File: config.mk
export PLATFORM = sky130hd
export DESIGN_NAME = inputbuffer_array_flat
export DESIGN_NICKNAME = d
export VERILOG_FILES = /design/src/rtl/inputbuffer_array_if.sv /design/src/rtl/inputbuffer_array.sv /design/src/flat_wrapper.sv
export SDC_FILE = /design/constraint.sdc
export NUM_CORES = 1
export LEC_CHECK = 0
export BUFFER_PORTS_ARGS = -buffer_cell sky130_fd_sc_hd__buf_2
export CELL_PAD_IN_SITES_DETAIL_PLACEMENT = 0
export CELL_PAD_IN_SITES_GLOBAL_PLACEMENT = 2
export CORE_MARGIN = 5
export CORE_UTILIZATION = 38
export DETAILED_ROUTE_END_ITERATION = 6
export HOLD_SLACK_MARGIN = 0.15
export PLACE_DENSITY_LB_ADDON = 0.1
export SYNTH_ARGS = -nofsm -noshare
export SYNTH_HDL_FRONTEND = slang
export SYNTH_SLANG_ARGS = --single-unit
File: constraint.sdc
create_clock -name clk -period 3.5 [get_ports clk]
set_input_delay 0.7 -clock clk [delete_from_list [all_inputs] [get_ports clk]]
set_output_delay 0.7 -clock clk [all_outputs]
set_load 0.02 [all_outputs]
File: src/rtl/inputbuffer_array_if.sv
// Link-side and arbiter-side signal bundle for the per-port input FIFO bank.
// The router (slave) receives pushes and pop requests; the master drives them.
interface inputbuffer_array_if #(
    parameter int NUM_PORTS = 5,
    parameter int DATA_W    = 32,
    parameter int CNT_W     = 3
);
    logic [NUM_PORTS-1:0]        valid_i;
    logic [NUM_PORTS*DATA_W-1:0] data_i;
    logic [NUM_PORTS-1:0]        pop_req_i;
    logic [NUM_PORTS*DATA_W-1:0] data_o;
    logic [NUM_PORTS-1:0]        en_o;
    logic [NUM_PORTS-1:0]        full_o;
    logic [NUM_PORTS*CNT_W-1:0]  count_o;
    logic [NUM_PORTS-1:0]        credit_o;
    logic [NUM_PORTS-1:0]        ovf_o;

    modport master (
        output valid_i, data_i, pop_req_i,
        input  data_o, en_o, full_o, count_o, credit_o, ovf_o
    );

    modport slave (
        input  valid_i, data_i, pop_req_i,
        output data_o, en_o, full_o, count_o, credit_o, ovf_o
    );
endinterface

File: src/rtl/inputbuffer_array.sv
// Bank of independent show-ahead circular FIFOs, one per router input port,
// with occupancy count, registered credit return and sticky overflow flag.
module inputbuffer_array #(
    parameter int NUM_PORTS = 5,
    parameter int DATA_W    = 32,
    parameter int DEPTH     = 4,
    parameter int CNT_W     = $clog2(DEPTH + 1)
) (
    input  logic                 clk,
    input  logic                 rst,
    inputbuffer_array_if.slave   bus
);
    localparam int PTR_W = $clog2(DEPTH);
    localparam logic [CNT_W-1:0] CNT_ZERO = {CNT_W{1'b0}};
    localparam logic [CNT_W-1:0] CNT_ONE  = CNT_W'(1);
    localparam logic [CNT_W-1:0] CNT_FULL = CNT_W'(DEPTH);
    localparam logic [PTR_W-1:0] PTR_ZERO = {PTR_W{1'b0}};
    localparam logic [PTR_W-1:0] PTR_ONE  = PTR_W'(1);

    logic [NUM_PORTS*DATA_W-1:0] data_s;
    logic [NUM_PORTS*CNT_W-1:0]  count_s;
    logic [NUM_PORTS-1:0]        en_s;
    logic [NUM_PORTS-1:0]        full_s;
    logic [NUM_PORTS-1:0]        credit_s;
    logic [NUM_PORTS-1:0]        ovf_s;

    for (genvar p = 0; p < NUM_PORTS; p++) begin : g_port
        logic [DATA_W-1:0] mem_r [DEPTH];
        logic [PTR_W-1:0]  wr_ptr_r;
        logic [PTR_W-1:0]  rd_ptr_r;
        logic [CNT_W-1:0]  cnt_r;
        logic              credit_r;
        logic              ovf_r;
        logic              pop_s;
        logic              push_s;
        logic              drop_s;

        // A full queue still accepts a push when a pop frees the head slot in the same cycle.
        always_comb begin
            pop_s  = bus.pop_req_i[p] && (cnt_r != CNT_ZERO);
            push_s = bus.valid_i[p] && ((cnt_r != CNT_FULL) || pop_s);
            drop_s = bus.valid_i[p] && !push_s;
        end

        // Queue storage, pointers, occupancy, credit pulse and overflow flag.
        always_ff @(posedge clk) begin
            if (rst) begin
                for (int i = 0; i < DEPTH; i++) begin
                    mem_r[i] <= {DATA_W{1'b0}};
                end
                wr_ptr_r <= PTR_ZERO;
                rd_ptr_r <= PTR_ZERO;
                cnt_r    <= CNT_ZERO;
                credit_r <= 1'b0;
                ovf_r    <= 1'b0;
            end else begin
                if (push_s) begin
                    mem_r[wr_ptr_r] <= bus.data_i[p*DATA_W +: DATA_W];
                    wr_ptr_r        <= wr_ptr_r + PTR_ONE;
                end else begin
                    wr_ptr_r        <= wr_ptr_r;
                end
                if (pop_s) begin
                    rd_ptr_r <= rd_ptr_r + PTR_ONE;
                end else begin
                    rd_ptr_r <= rd_ptr_r;
                end
                case ({push_s, pop_s})
                    2'b10:   cnt_r <= cnt_r + CNT_ONE;
                    2'b01:   cnt_r <= cnt_r - CNT_ONE;
                    default: cnt_r <= cnt_r;
                endcase
                credit_r <= pop_s;
                ovf_r    <= ovf_r | drop_s;
            end
        end

        assign data_s[p*DATA_W +: DATA_W] = mem_r[rd_ptr_r];
        assign count_s[p*CNT_W +: CNT_W]  = cnt_r;
        assign en_s[p]                    = (cnt_r != CNT_ZERO);
        assign full_s[p]                  = (cnt_r == CNT_FULL);
        assign credit_s[p]                = credit_r;
        assign ovf_s[p]                   = ovf_r;
    end

    assign bus.data_o   = data_s;
    assign bus.count_o  = count_s;
    assign bus.en_o     = en_s;
    assign bus.full_o   = full_s;
    assign bus.credit_o = credit_s;
    assign bus.ovf_o    = ovf_s;
endmodule

File: src/flat_wrapper.sv
// flat-port wrapper written by rule: the top's interface ports become plain ports
module inputbuffer_array_flat 
#(
    parameter int NUM_PORTS = 5,
    parameter int DATA_W    = 32,
    parameter int DEPTH     = 4,
    parameter int CNT_W     = $clog2(DEPTH + 1)
)
  (clk, rst, bus_valid_i, bus_data_i, bus_pop_req_i, bus_data_o, bus_en_o, bus_full_o, bus_count_o, bus_credit_o, bus_ovf_o);
  inputbuffer_array_if #(.NUM_PORTS(NUM_PORTS), .DATA_W(DATA_W), .CNT_W(CNT_W)) bus_i ();
  input  logic clk;
  input  logic rst;
  input wire logic [$bits(bus_i.valid_i)-1:0] bus_valid_i;
  input wire logic [$bits(bus_i.data_i)-1:0] bus_data_i;
  input wire logic [$bits(bus_i.pop_req_i)-1:0] bus_pop_req_i;
  output wire logic [$bits(bus_i.data_o)-1:0] bus_data_o;
  output wire logic [$bits(bus_i.en_o)-1:0] bus_en_o;
  output wire logic [$bits(bus_i.full_o)-1:0] bus_full_o;
  output wire logic [$bits(bus_i.count_o)-1:0] bus_count_o;
  output wire logic [$bits(bus_i.credit_o)-1:0] bus_credit_o;
  output wire logic [$bits(bus_i.ovf_o)-1:0] bus_ovf_o;
  assign bus_i.valid_i = bus_valid_i;
  assign bus_i.data_i = bus_data_i;
  assign bus_i.pop_req_i = bus_pop_req_i;
  assign bus_data_o = bus_i.data_o;
  assign bus_en_o = bus_i.en_o;
  assign bus_full_o = bus_i.full_o;
  assign bus_count_o = bus_i.count_o;
  assign bus_credit_o = bus_i.credit_o;
  assign bus_ovf_o = bus_i.ovf_o;
  inputbuffer_array #(.NUM_PORTS(NUM_PORTS), .DATA_W(DATA_W), .DEPTH(DEPTH), .CNT_W(CNT_W)) u_core (.clk(clk), .rst(rst), .bus(bus_i));
endmodule
* Word level (Yosys, flattened, before mapping)
Memories as Yosys holds them, arrays and structs flattened. A register that Yosys moved wholly into a read port is not among the register bits.
Index checks and enable logic that the tools add are counted.
** Word-level totals
- Flip-flop bits (word level) :: 45
- Memory bits (writable) :: 640
- Bits of input ports :: 172
- Output and inout bits :: 195
- Word-level logic and storage cells :: 162
- Memories kept :: 5
** Operators by class
- Add/subtract/negate cells :: 20
- Eq/ne operators :: 20
- Multiplexer cells :: 47
- Bitwise gates (word level) :: 5
- Reductions and logical operators :: 40
** Memory list
- u_core.g_port[0].mem_r :: words 4, bits a word 32, rd ports 1, clocked after Yosys merged registers in 1, write ports 4, line inputbuffer_array.sv:28 : logic [DATA_W-1:0] mem_r [DEPTH];
- u_core.g_port[1].mem_r :: words 4, bits a word 32, rd ports 1, clocked after Yosys merged registers in 1, write ports 4, line inputbuffer_array.sv:28
- u_core.g_port[2].mem_r :: words 4, bits a word 32, rd ports 1, clocked after Yosys merged registers in 1, write ports 4, line inputbuffer_array.sv:28
- u_core.g_port[3].mem_r :: words 4, bits a word 32, rd ports 1, clocked after Yosys merged registers in 1, write ports 4, line inputbuffer_array.sv:28
- u_core.g_port[4].mem_r :: words 4, bits a word 32, rd ports 1, clocked after Yosys merged registers in 1, write ports 4, line inputbuffer_array.sv:28
** Operators by type and width (count)
- 2-to-1 mux 32 bit :: 5
- OR reduction 32 bit :: 5
- 2-to-1 mux 2 bit :: 15
- case mux 3 bit (2 select lines) :: 5
- 2-to-1 mux 1 bit :: 22
- adder 2 x 1 -> 2 bit, second input constant :: 10
- adder 3 x 1 -> 3 bit, second input constant :: 5
- equality test 3 bit, second input constant :: 5
- logical AND 1 bit :: 15
- != test 3 bit, second input constant :: 5
- nonzero test 3 bit :: 5
- subtractor 3 x 1 -> 3 bit, second input constant :: 5
- equality test 2 x 1 -> 1 bit, second input constant :: 5
- equality test 2 bit, second input constant :: 5
- nonzero test 2 bit :: 5
- zero test 1 bit :: 5
- logical OR 1 bit :: 5
- OR 1 bit :: 5

* Logic depth before layout (Yosys ltp)
Gate-level depths: netlist (run 1).
- Depth after elaboration :: 9
- Gate-level depth with buffers :: 8
- Depth with buffers taken out :: 8

* Worst setup path after synthesis (run 1)
Ideal clock, no wire load.
- Path kind :: input-to-reg
- From :: input bus_valid_i[1]
- To :: memory u_core.g_port[1].mem_r[2][0], enable pin
- Setup time :: 0.466 ns
- Arrival time :: 3.335 ns
- Data required time :: 3.034 ns
- Slack :: -0.301 ns
- Cell stages on the path :: 3
- Path buffers :: 1
- Path through :: buf_2 > nand2_1 > o21ai_0
** RTL lines
- start, declared :: line flat_wrapper.sv:13 : input wire logic [$bits(bus_i.valid_i)-1:0] bus_valid_i;
- end, declared :: line inputbuffer_array.sv:28

==> impl_metrics.json, run 1 <==
{
  "outcome": "finished, final reports clean",
  "reg2reg_slack_ns": 0.91,
  "synth_edf_count": 640,
  "worst_slew_pin_slew_ns": 0.938,
  "clock_skew_ns": 0.0217,
  "netlist_area_um2": 29900,
  "overflow": 0,
  "synth_cells": 1839,
  "endpoint": "bus_data_o[19]",
  "critPathKind": "flip-flop to output pin",
  "cts_resized": 0,
  "drtPass1Iterations": 5,
  "clockPowerShare": 0.345,
  "critPathArrivalTime_ns": 2.25,
  "worst-path-max-fanout": 20,
  "area_growth_pct": 19.8,
  "cp-end-kind": "output pin",
  "htree_levels": 3,
  "min_path_type": "input pin to flip-flop",
  "post_drt_wl_per_cell_um": 22.7,
  "fin_tns_setup_ns": 0,
  "p_seq_frac": 0.436,
  "synth_seq_cells": 695,
  "fin_ws_ns": 0.546,
  "r2r_end": "u_core.g_port[2].cnt_r[2]$_SDFFE_PP0P_",
  "synth_fp_nets": 2020,
  "comb_power_share": 0.219,
  "antenna_found_initial": 16,
  "final-seq-area_um2": 20300,
  "nFillCells": 6838,
  "layout_common_cells": "edfxtp_1, and2_1, buf_2, mux4_2, clkbuf_16",
  "clock.fmax_mhz": 339,
  "drive_gt1_frac": 0.332,
  "ir_drop_mv": 0.381,
  "clockBufferDepth": 3,
  "rsz0062_at_grt": "no",
  "synth.avg_cell_area_um2": 16.3,
  "synth_warnings": 0,
  "place_ws_ns": 0.570,
  "power.total_mw": 23.6,
  "port_buffers": 366,
  "gp_congestion": 0.751,
  "grt_pass1_vias": 17693,
  "cts_hold_buf": 0,
  "cts_inserted_buffers": 79,
  "seq_area_frac_synth": 0.679,
  "postRouteAntennaNets": 0,
  "intPower_mw": 16.9,
  "clk_latency_ns": 0.61,
  "maxSlewHeadroom": 0.372,
  "post-route-util": 0.461,
  "clock_sinks": 695,
  "row_count": 102,
  "ys_top_cells_by_area": "edfxtp_1, and2_1, mux4_2",
  "post_cts_buffers": 0,
  "synthArstFlopShare": 0,
  "fp.dieW_um": 291,
  "synth_ff_type": "edfxtp_1",
  "leakage_nw": 13.6,
  "core_um2": 77700,
  "r2r_cells": 8,
  "period_needed_ns": 2.95,
  "grt_pass1_wl_um": 113000,
  "required_ns": 2.80,
  "setup_viol": 0,
  "hold_depth": 3,
  "finalCritPeriodShare": 0.844,
  "hold_ws_ns": 0.381,
  "synth_top_cell_by_area": "edfxtp_1",
  "dieArea_um2": 84400,
  "vias_per_cell": 4.91,
  "switchingPower_mw": 6.71,
  "drc": 0,
  "cts_tree": "done",
  "multiInputGateArea_um2": 9210,
  "synth.distinct_cells": 38,
  "clockRootBuffer": "clkbuf_16",
  "clkTransAtPathRegs_ns": 0.06,
  "dp_hpwl_um": 45700,
  "io_pins": 367,
  "drt_wl_total_um": 75600,
  "grt_max_degree": 33,
  "drt_iter0_markers": 942,
  "crit_path_start_kind": "flip-flop",
  "hold_violations": 0,
  "p_sw_frac": 0.284,
  "r2r_start": "u_core.g_port[2].cnt_r[0]$_SDFFE_PP0P_",
  "maxSlewViolCount": 0,
  "start_util": 0.385,
  "cap_violations": 0,
  "vias": 16374,
  "synth_top_area_frac": 0.643,
  "final_common_cell": "edfxtp_1",
  "dieHeight_um": 291,
  "grtUsageTotal": 0.176,
  "final_nets": 2406,
  "cellPowerDensity_nw_per_um2": 659
}
worst min path at each step:
stage,from,end,slack [ns]
after CTS,bus_valid_i[0],u_core.g_port[0].ovf_r$_SDFF_PP0_,0.33
final,bus_valid_i[0],u_core.g_port[0].ovf_r$_SDFF_PP0_,0.38
after global routing,bus_data_i[64],u_core.g_port[2].mem_r[3][0]$_DFFE_PP_,0.38
after detailed placement,u_core.g_port[2].ovf_r$_SDFF_PP0_,u_core.g_port[2].ovf_r$_SDFF_PP0_,0.46
after floorplan,u_core.g_port[0].ovf_r$_SDFF_PP0_,u_core.g_port[0].ovf_r$_SDFF_PP0_,0.44
after global placement,u_core.g_port[4].ovf_r$_SDFF_PP0_,u_core.g_port[4].ovf_r$_SDFF_PP0_,0.45
power groups by stage:
| stage | sequential [mW] | combinational (mW) | clock (mW) |
|---|---|---|---|
| CTS | 10.3 | 5.34 | 8.38 |
| finish | 10.3 | 5.17 | 8.15 |
| global placement | 10.4 | 5.32 | 0 |
| global route | 10.4 | 5.59 | 8.68 |
| detailed placement | 10.5 | 5.32 | 0 |
| floorplan | 10.4 | 3.38 | 0 |
cells by family after synthesis:
group | Yosys count | share of synthesized area
AOI/OAI and AO/OA | 42 | 0.00820
xor gates and xnor gates | 30 | 0.00878
adders and majority gates | 9 | 0.00502
buffers and inverters | 142 | 0.0205
DFF | 695 | 0.679
muxes | 161 | 0.121
and+or+nand+nor | 760 | 0.157
through the flow:
| stage | std cells | cell area, um2 |
|---|---|---|
| after floorplan | 1839 | 29900 |
| after global placement | 3184 | 33300 |
| after detailed placement | 3184 | 33300 |
| after CTS | 3328 | 35800 |
| after global routing | 3331 | 35800 |
| final | 3338 | 35800 |
per-layer routing:
metal	wire length (um)	global-route usage	vias to the layer above
li1	-	-	7532
met1	30700	0.220	8351
met2	38500	0.306	368
met3	4600	0.0471	115
met4	1680	0.0465	8
met5	60	0	-
Yosys cell counts (all sizes together) (6+ instances only):
master / count
nor3: 10
mux4: 160
o31a: 6
buf: 40
or3: 9
and2: 645
a21oi: 12
nand2: 11
and3: 7
edfxtp: 640
nand3: 7
nor2: 50
xor2: 20
clkbuf: 76
xnor2: 10
inv: 26
o21ai: 19
dfxtp: 55
flip-flops by register name (all words and copies together) (netlist names), named ones only:
register,count
u_core.g_port.ovf_r,5
u_core.g_port.rd_ptr_r,10
u_core.g_port.wr_ptr_r,10
u_core.g_port.mem_r,640
u_core.g_port.cnt_r,15
u_core.g_port.credit_r,5
area by class of cell:
type | count | area share
well taps | 1040 | 0.0363
clock inverters | 35 | 0.0104
flip-flops and latches | 695 | 0.567
diodes | 10 | 0.000698
clock buffers | 109 | 0.0609
repair buffers | 421 | 0.0651
multi-input cells | 1002 | 0.257
inverters | 26 | 0.00272
critical path, stage by stage (launching register included):
cell and delay (ns):
dfxtp_2 0.64, buf_12 0.28, mux4_2 0.54, buf_2 0.18
(Power assumes the default switching activity.)
==> run 2: changes to the inputs <==
Clock period 3.5 ns to 2.5 ns, I/O delays scaled along.
==> run 2 against run 1 <==
  * Count of clock-buffer cells in the layout is 9 lower
  * Flip-flop and latch count stayed put
  * Critical path depth stayed put
  * First-iteration DRC count is 5.9% lower
  * Sequential power is 40% higher
  * Non-clock buffer count is 41 higher
  * Clock power is 33% higher
  * Wire length is 2.6% higher
  * Combinational power is 65% higher
  * Global-route usage is 0.30 points higher
==> impl_metrics.json, run 2 (synthesis results as in run 1) <==
{
  "dp_hpwl_um": 45300,
  "drtPass1Iterations": 4,
  "maxSlewHeadroom": 0.410,
  "cellPowerDensity_nw_per_um2": 913,
  "cp-end-kind": "output pin",
  "nFillCells": 6830,
  "area_growth_pct": 23.5,
  "grt_pass1_vias": 17424,
  "core_um2": 77700,
  "post-route-util": 0.475,
  "postRouteAntennaNets": 0,
  "crit_path_start_kind": "flip-flop",
  "setup_viol": 0,
  "period_needed_ns": 2.46,
  "vias_per_cell": 4.87,
  "outcome": "finished, final reports clean",
  "drive_gt1_frac": 0.341,
  "finalInstanceArea_um2": 36900,
  "finalNonFillerCells": 3369,
  "row_count": 102,
  "layout_common_cells": "edfxtp_1, and2_1, buf_2, mux4_2, clkbuf_16",
  "dieHeight_um": 291,
  "antenna_found_initial": 18,
  "largest_register": "u_core.g_port.mem_r",
  "clk_latency_ns": 0.61,
  "start_util": 0.385,
  "rsz0062_at_grt": "yes",
  "hold_depth": 2,
  "cts_tree": "done",
  "overflow": 0,
  "fin_tns_setup_ns": 0,
  "vias": 16391,
  "drt_wl_total_um": 77600,
  "dieArea_um2": 84400,
  "leakage_nw": 14.1,
  "drt_iter0_markers": 886,
  "clock_skew_ns": 0.0263,
  "gp_congestion": 0.719,
  "drc": 0,
  "largest_register_ffs": 640,
  "grtUsageTotal": 0.179,
  "min_path_type": "input pin to flip-flop",
  "fp.dieW_um": 291,
  "grt_max_degree": 44,
  "post_drt_wl_per_cell_um": 23.0,
  "final_nets": 2447,
  "top_regs": "u_core.g_port.mem_r x640, u_core.g_port.cnt_r x15",
  "r2r_cells": 8,
  "critPathArrivalTime_ns": 1.96,
  "htree_levels": 3,
  "clock_sinks": 695,
  "worst-path-max-fanout": 8,
  "critPathKind": "flip-flop to output pin",
  "place_ws_ns": -0.0486,
  "fin_ws_ns": 0.0443,
  "clock.fmax_mhz": 407,
  "dpl_cell_area_um2": 33800,
  "io_pins": 367,
  "final_common_cell": "edfxtp_1",
  "cts_inserted_buffers": 79,
  "port_buffers": 366,
  "clkTransAtPathRegs_ns": 0.06,
  "ir_drop_mv": 0.544,
  "cap_violations": 0,
  "hold_violations": 0,
  "required_ns": 2.00,
  "finalCritPeriodShare": 0.982,
  "post-place-cells": 3207,
  "worst_slew_pin_slew_ns": 0.882,
  "maxSlewViolCount": 0,
  "clockBufferDepth": 3,
  "grt_pass1_wl_um": 114000,
  "clockRootBuffer": "clkbuf_16"
}
-- run 2: changes by cell type in the layout (fill, tap and decap cells not counted), sizes merged, moves of 2 or more --
cell / change
buf: +30
bufinv: -4
clkbuf: -3
clkinv: +9
clkinvlp: -2
diode: -3
dlygate4sd3: +4
-- run 2: critical path: stages, from the launching register on --
cell and delay [ns]:
dfxtp_4 0.40, bufbuf_16 0.30, mux4_2 0.49, buf_2 0.17
-- run 2: area by class of cell --
cell class | instances | area, um2 | area share
Inverter | 26 | 97.6 | 0.00264
Multi-Input combinational cell | 1002 | 9200 | 0.249
Timing Repair Buffer | 462 | 3610 | 0.0977
Tap cell | 1040 | 1300 | 0.0352
Antenna cell | 7 | 17.5 | 0.000474
Clock buffer | 100 | 2110 | 0.0571
Sequential cell | 695 | 20300 | 0.551
Clock inverter | 37 | 270 | 0.00732
-- run 2: metal layers --
metal,track usage,share of wire,up-vias
met5,0,0.0011,-
met4,0.0461,0.022,14
li1,-,-,7591
met2,0.306,0.50,347
met1,0.231,0.42,8321
met3,0.0440,0.052,118
-- run 2: worst paths after layout --
check	startpoint	endpoint	slack, ns
worst max-delay path	flip-flop	bus_data_o[25]	0.04
worst min register to register	u_core.g_port[3].ovf_r$_SDFF_PP0_	u_core.g_port[3].ovf_r$_SDFF_PP0_	0.47
worst max register to register	u_core.g_port[4].cnt_r[2]$_SDFFE_PP0P_	u_core.g_port[4].cnt_r[2]$_SDFFE_PP0P_	0.15
worst min-delay path	bus_data_i[114]	u_core.g_port[3].mem_r[3][18]$_DFFE_PP_	0.20
-- run 2: what timing repair did --
item / CTS / global route
endpoints found under the hold margin: 10 / 0
setup buffers: 1 / 0
hold buffers: 4 / 0
resized for setup: 84 / 44
cloned: 8 / 5
setup endpoints to repair: 157 / 79
-- run 2: report_power, final --
group / internal, mW / leakage [nW] / total (mW) / switching, mW
combinational: 3.87 / 5.76 / 8.52 / 4.65
sequential: 13.9 / 7.12 / 14.4 / 0.469
clock: 6.25 / 1.17 / 10.8 / 4.55
total: 24.1 / 14.1 / 33.7 / 9.67
-- run 2: metrics by stage --
stage | power (mW) | hold WS [ns]
5_1_grt | 35.2 | 0.177
6_report | 33.7 | 0.200
3_5_place_dp | 22.4 | 0.462
4_1_cts | 34.0 | 0.151
3_3_place_gp | 22.3 | 0.456
2_1_floorplan | 19.3 | 0.438
